<file path="src/rtl/mux_n_rr.sv">
// N-to-1 streaming mux with a one-entry output register. The channel is chosen
// either by the sel input (MODE=0) or by a round-robin arbiter (MODE=1).

module mux_n_rr_lane #(
  parameter int SW = 2,
  parameter int K  = 0
) (
  input  logic          rst_n,
  input  logic          load_en,
  input  logic          gnt_vld,
  input  logic [SW-1:0] gnt,
  output logic          ready
);
  // Reset gating keeps every ready low while the block is held in reset.
  assign ready = rst_n && load_en && gnt_vld && (gnt == SW'(K));
endmodule

module mux_n_rr #(
  parameter  int N    = 4,
  parameter  int W    = 8,
  parameter  int MODE = 1,
  localparam int SW   = $clog2(N)
) (
  input  logic            clk,
  input  logic            rst_n,
  input  logic [N*W-1:0]  in_data,
  input  logic [N-1:0]    in_valid,
  output logic [N-1:0]    in_ready,
  input  logic [SW-1:0]   sel,
  output logic [W-1:0]    out_data,
  output logic            out_valid,
  input  logic            out_ready,
  output logic [SW-1:0]   out_ch
);

  logic [N-1:0][W-1:0] lane_data;
  logic [SW-1:0]       ptr, gnt;
  logic [SW:0]         idx;
  logic                gnt_vld, load_en, xfer;

  assign lane_data = in_data;
  assign load_en   = !out_valid || out_ready;
  assign xfer      = rst_n && load_en && gnt_vld;

  always_comb begin
    gnt_vld = 1'b0;
    gnt     = '0;
    idx     = '0;
    if (MODE == 0) begin
      // Compare against each legal index so an out-of-range sel simply never matches.
      for (int k = 0; k < N; k++) begin
        if (SW'(k) == sel && in_valid[k]) begin
          gnt_vld = 1'b1;
          gnt     = SW'(k);
        end
      end
    end else begin
      for (int i = 0; i < N; i++) begin
        idx = {1'b0, ptr} + (SW+1)'(i);
        if (idx >= (SW+1)'(N)) idx = idx - (SW+1)'(N);
        if (!gnt_vld && in_valid[idx[SW-1:0]]) begin
          gnt_vld = 1'b1;
          gnt     = idx[SW-1:0];
        end
      end
    end
  end

  for (genvar k = 0; k < N; k++) begin : g_lane
    mux_n_rr_lane #(.SW(SW), .K(k)) u_lane (
      .rst_n   (rst_n),
      .load_en (load_en),
      .gnt_vld (gnt_vld),
      .gnt     (gnt),
      .ready   (in_ready[k])
    );
  end

  always_ff @(posedge clk or negedge rst_n) begin
    if (!rst_n) begin
      out_valid <= 1'b0;
      out_data  <= '0;
      out_ch    <= '0;
      ptr       <= '0;
    end else if (load_en) begin
      if (xfer) begin
        out_valid <= 1'b1;
        out_data  <= lane_data[gnt];
        out_ch    <= gnt;
        if (MODE != 0) ptr <= (gnt == SW'(N-1)) ? '0 : gnt + SW'(1);
      end else begin
        out_valid <= 1'b0;
      end
    end
  end

endmodule

</file>
<file path="config.mk">
export PLATFORM = sky130hd
export DESIGN_NAME = mux_n_rr
export DESIGN_NICKNAME = d
export VERILOG_FILES = /design/src/rtl/mux_n_rr.sv
export SDC_FILE = /design/constraint.sdc
export NUM_CORES = 1
export LEC_CHECK = 0
export ABC_AREA = 1
export BUFFER_PORTS_ARGS = -buffer_cell sky130_fd_sc_hd__buf_4
export CORE_AREA = 4 4 71 73
export DETAILED_ROUTE_END_ITERATION = 8
export DIE_AREA = 0 0 75 77
export SETUP_SLACK_MARGIN = 0.1
export SKIP_LAST_GASP = 1
export SYNTH_ARGS = -nofsm -noshare
export SYNTH_HDL_FRONTEND = slang
export SYNTH_SLANG_ARGS = --single-unit
</file>
<file path="constraint.sdc">
create_clock -name clk -period 2.8 [get_ports clk]
set_clock_uncertainty 0.15 [all_clocks]
set_input_delay 0.14 -clock clk [delete_from_list [all_inputs] [get_ports clk]]
set_output_delay 0.14 -clock clk [all_outputs]
set_load 0.05 [all_outputs]
</file>
==> results of run 1 <==
## timing repair
action	4_1_cts	5_1_grt
endpoints found under the setup margin	0	4
hold buffers	1	0
setup buffers	0	2
endpoints found under the hold margin	13	0
resized for setup	0	3
## cell families (layout without fill, tap and decap cells)
| logic type | Yosys count | in the layout |
|---|---|---|
| flip-flops | 13 | 13 |
| AND/OR/NAND/NOR | 152 | 152 |
| AO/OA/AOI/OAI | 4 | 4 |
| adder cells (fa/ha/maj) | 1 | 1 |
| buffers and inverters | 43 | 94 |
## critical path: stages (launching register included)
cell	delay, ns
dfrtp_2	0.48
buf_4	0.17
nand2_1	0.05
nand2_1	0.08
nand2_1	0.09
nand2_2	0.06
nor2_4	0.11
nand3_4	0.21
nand3_2	0.22
ha_1	0.17
inv_1	0.04
nor2_1	0.09
buf_4	0.20
## sequential cells by signal, summed over array words and instances (netlist names)
| signal | cells |
|---|---|
| out_data | 8 |
| out_valid | 1 |
| out_ch | 2 |
| ptr | 2 |
## per-stage QoR
stage,util,total power [W]
floorplan,-,0.00197
CTS,0.400,0.00253
finish,0.406,0.00255
detailed placement,0.388,0.00236
global route,0.406,0.00284
global placement,0.388,0.00233
## layout by cell type (no fill, tap or decap)
master and count:
nand3_2 4, inv_1 27, nand2_2 14, clkinvlp_4 1, nand3_4 1, nor2_1 6, nand4_1 16, buf_4 59
inv_6 1, o21ai_0 3, nand3_1 11, clkbuf_8 3, ha_1 1, dlygate4sd3_1 1, o21ai_2 1, nand2_4 2
nand2_1 97, dfrtp_1 12, inv_2 1, clkbuf_1 1, dfrtp_2 1, nor2_4 1
## cell type report
class / instances / area [um2] / area share
Clock buffer: 4 / 45.0 / 0.0255
Inverter: 30 / 121 / 0.0686
Multi-Input combinational cell: 157 / 757 / 0.428
Sequential cell: 13 / 327 / 0.185
Tap cell: 52 / 65.1 / 0.0368
Timing Repair Buffer: 60 / 453 / 0.256
## power by group through the flow
| stage | registers, W | clock network [W] | logic (W) |
|---|---|---|---|
| after floorplan | 0.000576 | 0 | 0.00139 |
| after CTS | 0.000361 | 0.000169 | 0.00200 |
| after global routing | 0.000370 | 0.000181 | 0.00229 |
| final | 0.000356 | 0.000166 | 0.00203 |
| after global placement | 0.000361 | 0 | 0.00197 |
| after detailed placement | 0.000364 | 0 | 0.00200 |
## routing by layer
metal,part of all wire,GRT usage
met5,0,0
met4,0.0049,0.0320
met3,0.062,0.0144
met2,0.44,0.179
met1,0.50,0.186
## final timing paths
path	to	slack [ns]	cells past startpoint
setup / recovery	in_ready[2]	0.28	12
hold / removal	out_valid$_DFFE_PN0N_	0.03	4
setup reg to reg	out_data[5]$_DFFE_PN0P_	0.51	14
hold reg to reg	out_ch[1]$_DFFE_PN0P_	0.34	2
max in group asynchronous	ptr[0]$_DFFE_PN0P_	2.17	2
min in group asynchronous	out_data[6]$_DFFE_PN0P_	0.14	2
==> reports/summary.log, run 1 <==
[outcome] result of the run complete, no violations
[yosys] Top FF cell, synth dfrtp_1
[critical_path] worst r2r src ptr[0]$_DFFE_PN0P_
[detailed_routing] number of optimization iterations in the first detailed-route pass 4
[yosys] Mapped Area 0.00129 mm2
[yosys] post-synthesis share of cell area spent on full adders, half adders and majority gates 0.00970
[grt] Global Route Usage Sum 0.123
[pwr] proportion of power drawn by the clock network 0.065
[sta] part of the cycle the worst path needs 0.899
[placement] post-placement cell area 0.00169 mm2
[sta] pin slew with the least headroom to its limit 0.237 ns
[sta] Fmax 397 MHz
[die] standard-cell row count 24
[yosys] most instantiated library cell after synthesis nand2_1
[yosys] fraction of synthesized area in multiplexers 0
[clocking] later-pin clock latency in the skew report 0.24 ns
[detailed_routing] via count 1394
[layout] fill cell instance count of the final layout 479
[pwr] peak supply drop 392 uV
[die] initial cell density of the core 0.296
[pwr] sequential cell fraction of total power 0.139
[placement] final RePlAce weighted congestion 0.765
[yosys] complex-gate fraction of the synthesized area 0.0184
[critical_path] CP Launch Type flop
[grt] pin count of the biggest net entering global routing 19
[hold_path] Worst Hold Launch out_ready
[grt] wire length of the first global-routing pass 5750 um
[die] I/O pin count 56
[yosys] cell taking the most area after synthesis nand2_1
[sta] Final setup viols 0
[yosys] synthesized area per cell 6.06 um2
[detailed_routing] number of DRC violations after detailed routing 0
[detailed_routing] total wire length after detailed routing 3470 um
[clocking] TritonCTS clock tree yes
[yosys] post-synthesis sequential element count 13
[clocking] CTS clock-pin slew for the worst setup and hold paths 0.06 ns
[critical_path] critical path data required time 2.51 ns
[grt] total congestion overflow after global routing 0
[yosys] fraction of synthesized cell area in xor and xnor cells 0
[die] Die X-Extent 75 um
[clocking] number of buffers created by CTS 3
[sta] min cycle time layout 2.52 ns
[layout] number of nets at the end of the flow 307
[yosys] count of flip-flops with a built-in enable after synthesis 0
[pwr] Pint 0.00104 W
[sta] slack of the critical path 0.282 ns
[yosys] leading cell types by total area after synthesis nand2_1 (28%), dfrtp_1 (25%), inv_1 (8.1%), nand4_1 (7.8%), nand2_2 (7.3%)
[die] core area 0.00435 mm2
[critical_path] Crit. Startpoint ptr[0]$_DFFE_PN0P_
[pwr] cell area power density 1440 mW/mm2
[yosys] sequential element share of the synthesized area 0.252
[critical_path] arrival time of data at the critical path endpoint 2.23 ns
[yosys] largest family of logic cells by synthesized area simple AND/OR/NAND/NOR gates
[pwr] logic gate share of total power 0.796
[layout] number of inserted diodes 0
[yosys] cell count after synthesis 213
[pwr] Sw Share 0.594
[detailed_routing] Avg Vias per Cell 4.41
[sta] final hold violation count 0
[clocking] Clk Tree Root Cell clkbuf_8
[placement] Detailed Place HPWL 2750 um
[yosys] FFs w/ async S/R, synth 1.00
[sta] setup_tns 0 ns
[die] area of the die 0.00578 mm2
[critical_path] critical-path maximum fanout 18
[detailed_routing] average wire length per cell after detail routing 11.0 um
[placement] number of cells after detailed placement 309
[layout] cell area after layout 0.00177 mm2
[yosys] Synth Net Count 255
[yosys] yosys synthesis warning count 0
[yosys] list of most frequent post-synthesis cells nand2_1 (97), inv_1 (28), nand4_1 (16)
[grt] antenna violations before repair 0
[detailed_routing] Detailed Route Iter0 Violations 73
[clocking] CTS max path bufs 2
[pwr] leakage power summed over all cells 1.06 nW
[yosys] portion of synthesized cell area occupied by the leading cell type 0.282
[yosys] number of library cell types mapped by synthesis 20
[sta] setup repair after global routing missed its margin false
[clocking] H-tree depth 1
[placement] number of port buffers 53
[layout] non-filler instance count after layout 316
[placement] Post-Place Worst Slack 0.414 ns
[critical_path] type of destination of the critical path output port
[yosys] simple logic cell fraction of the synthesized area 0.555
[sta] Max transition margin 0.842
[layout] ratio of cells with drive above 1 in the final layout 0.337
[critical_path] WS Path Type reg -> out
[grt] number of global-route vias before repair 1286
[sta] Max Transition Viols Final 0
[pwr] sw power 0.00152 W
[die] chip height 77 um
[job] # Max-Cap Violations 0
[clocking] Clock Sinks 13
[layout] Syn-to-layout area delta 37.1%
[detailed_routing] antenna viol nets, final 0
[hold_path] Worst Hold Class in -> reg
[sta] Fin Hold WS 0.0314 ns
No activity file was read; power rests on OpenSTA's default activity.
==> run 2, diff against run 1 <==
==> constraint.sdc (replaced) <==
create_clock -name clk -period 2.8 [get_ports clk]
set_clock_uncertainty 0.15 [all_clocks]
set_input_delay 0.42 -clock clk [delete_from_list [all_inputs] [get_ports clk]]
set_output_delay 0.42 -clock clk [all_outputs]
set_load 0.05 [all_outputs]
==> run 2 against run 1 <==
Power increased by 8.4%. Fmax is 3.4% lower. Non-clock buffer count is 6 higher. Cell count up 2.2%. Largest cell class unchanged. Hold slack improved by 0.30 ns. Cell area increased by 6.7%. Wire length grew 4.1%. Register-to-register slack about the same. First-iteration DRC count is 41% higher.
==> reports/summary.log, run 2 (synthesis results as in run 1) <==
[outcome] result of the run complete, no violations
[clocking] later-pin clock latency in the skew report 0.24 ns [about the same]
[sta] part of the cycle the worst path needs 0.931 [+0.0315]
[job] # Max-Cap Violations 0 [unchanged]
[placement] number of port buffers 53 [unchanged]
[die] initial cell density of the core 0.296 [unchanged]
[critical_path] slowest stage cell on the critical path dfrtp_1
[layout] number of inserted diodes 0 [unchanged]
[sta] min cycle time layout 2.61 ns [+0.0881 ns]
[clocking] Clk Tree Root Cell clkbuf_8
[pwr] sequential cell fraction of total power 0.129 [-0.010]
[placement] final RePlAce weighted congestion 0.810 [+5.9%]
[layout] largest registers out_data (8), out_ch (2), ptr (2)
[critical_path] buffers plus inverters on the worst setup path 3 [unchanged]
[sta] final hold violation count 0 [unchanged]
[pwr] Pint 0.00116 W [+12%]
[sta] Max transition margin 0.841 [about the same]
[clocking] TritonCTS clock tree yes
[critical_path] most numerous cell on the critical path nand2_2
[sta] Final setup viols 0 [unchanged]
[die] Die X-Extent 75 um [unchanged]
[layout] flip-flop count of the largest register, all copies and words added 8 [unchanged]
[critical_path] CP Launch Type flop
[critical_path] worst-path cell chain inv_2 -> nand2_2 -> nand2_2 -> nand2_2 -> nand2_2 -> nor2_4 -> nand2_1 -> nor2_1 -> nand2_1 -> nand2_2 -> buf_4 -> nor2_2 -> buf_6
[pwr] cell area power density 1470 mW/mm2 [+1.5%]
[grt] pin count of the biggest net entering global routing 17 [-2]
[critical_path] WS Path Type reg -> out
[clocking] H-tree depth 1 [unchanged]
[critical_path] critical-path maximum fanout 10 [-8]
[detailed_routing] number of DRC violations after detailed routing 0 [unchanged]
[clocking] CTS clock-pin slew for the worst setup and hold paths 0.05 ns [about the same]
[sta] Fmax 384 MHz [-3.4%]
[layout] register with the highest flop count out_data
[critical_path] type of destination of the critical path output port
[detailed_routing] total wire length after detailed routing 3610 um [+4.1%]
[die] core area 0.00435 mm2 [unchanged]
[sta] Max Transition Viols Final 0 [unchanged]
[layout] most common cell after layout, fill and taps aside nand2_1
[pwr] leakage power summed over all cells 1.10 nW [+4.1%]
[clocking] CTS max path bufs 2 [unchanged]
[layout] ratio of cells with drive above 1 in the final layout 0.395 [+0.0577]
[grt] Global Route Usage Sum 0.125 [+0.00241]
[grt] number of global-route vias before repair 1304 [+1.4%]
[layout] fill cell instance count of the final layout 480 [+0.21%]
[detailed_routing] antenna viol nets, final 0 [unchanged]
[critical_path] maximum cell stage delay along the critical path 0.47 ns [about the same]
[critical_path] arrival time of data at the critical path endpoint 2.04 ns [-0.19 ns]
[pwr] sw power 0.00161 W [+5.8%]
[layout] commonest non-fill, non-tap cells in the layout nand2_1 (91), buf_4 (60), inv_1 (26)
[placement] Detailed Place HPWL 2740 um [-0.20%]
[die] area of the die 0.00578 mm2 [unchanged]
[sta] pin slew with the least headroom to its limit 0.238 ns [+0.00118 ns]
[grt] wire length of the first global-routing pass 5850 um [+1.8%]
[pwr] Sw Share 0.580 [-0.0140]
[layout] Syn-to-layout area delta 46.3%
[pwr] peak supply drop 430 uV [+9.7%]
[die] I/O pin count 56 [unchanged]
[grt] antenna violations before repair 0 [unchanged]
[sta] setup_tns 0 ns [unchanged]
[sta] setup repair after global routing missed its margin true
[detailed_routing] via count 1428 [+2.4%]
[layout] number of nets at the end of the flow 314 [+2.3%]
[hold_path] Worst Hold Class reg -> reg
[clocking] Clock Sinks 13 [unchanged]
[layout] end-of-flow core utilization 0.433 [+0.0273]
[critical_path] largest delay contributor family on the critical path simple AND/OR/NAND/NOR gates
[grt] total congestion overflow after global routing 0 [unchanged]
[detailed_routing] Avg Vias per Cell 4.42 [+0.22%]
[pwr] logic gate share of total power 0.812 [+0.016]
[die] chip height 77 um [unchanged]
[critical_path] critical path data required time 2.23 ns [-0.28 ns]
[detailed_routing] average wire length per cell after detail routing 11.2 um [+1.8%]
[detailed_routing] Detailed Route Iter0 Violations 103 [+41%]
[clocking] number of buffers created by CTS 3 [unchanged]
[detailed_routing] number of optimization iterations in the first detailed-route pass 4 [unchanged]
[pwr] proportion of power drawn by the clock network 0.059 [-0.006]
[die] standard-cell row count 24 [unchanged]
-- run 2: layer usage --
layer  vias to the layer above  GRT usage  part of all wire
met1                       606      0.188              0.48
met2                        50      0.179              0.44
met5                         -          0                 0
li1                        768          -                 -
met3                         4     0.0170             0.072
met4                         0     0.0427            0.0080
-- run 2: final timing paths --
kind / startpoint / endpoint / slack, ns / cells after the start
min in group asynchronous: rst_n / ptr[1]$_DFFE_PN0P_ / 0.42 / 2
max in group asynchronous: rst_n / ptr[0]$_DFFE_PN0P_ / 1.89 / 2
worst min register to register: out_ch[1]$_DFFE_PN0P_ / out_ch[1]$_DFFE_PN0P_ / 0.33 / 2
worst min-delay path: out_ch[1]$_DFFE_PN0P_ / out_ch[1]$_DFFE_PN0P_ / 0.33 / 2
worst max register to register: ptr[1]$_DFFE_PN0P_ / out_data[6]$_DFFE_PN0P_ / 0.52 / 16
worst max-delay path: ptr[1]$_DFFE_PN0P_ / in_ready[0] / 0.19 / 13
-- run 2: tightest hold or removal path, cell delays in order, from the launching register on --
cell	delay [ns]
dfrtp_1	0.34
nand2_1	0.05
nand2_1	0.05
-- run 2: power groups by stage --
stage          Combinational (W)  Sequential (W)  Clock (W)
2_1_floorplan            0.00139        0.000576          0
4_1_cts                  0.00204        0.000360   0.000170
3_5_place_dp             0.00201        0.000363          0
3_3_place_gp             0.00198        0.000362          0
5_1_grt                  0.00254        0.000368   0.000179
6_report                 0.00225        0.000357   0.000164
-- run 2: repair_timing --
| item | CTS | global route |
|---|---|---|
| setup buffers | 2 | 4 |
| resized for setup | 1 | 26 |
| gates cloned | 0 | 1 |
| hold buffers | 1 | 0 |
| hold endpoints to repair | 13 | 0 |
| endpoints found under the setup margin | 4 | 4 |
| pin swaps | 1 | 10 |
-- run 2: area by class of cell --
cell class / count / area [um2] / area share
Multi-Input combinational cell: 157 / 807 / 0.428
Timing Repair Buffer: 66 / 520 / 0.276
Sequential cell: 13 / 327 / 0.173
Inverter: 30 / 118 / 0.0623
Tap cell: 52 / 65.1 / 0.0345
Clock buffer: 4 / 45.0 / 0.0239
Timing Repair inverter: 1 / 5.00 / 0.00265
-- run 2: through the flow --
step	worst slack [ns]	std cells	hold WS, ns	instance area [um2]	power, W
2_1_floorplan	0.438	213	-0.0256	1290	0.00197
3_3_place_gp	0.258	311	0.126	1700	0.00234
3_5_place_dp	0.246	311	0.129	1700	0.00237
4_1_cts	0.145	318	0.310	1770	0.00257
5_1_grt	0.0428	323	0.350	1890	0.00309
6_report	0.194	323	0.333	1890	0.00277
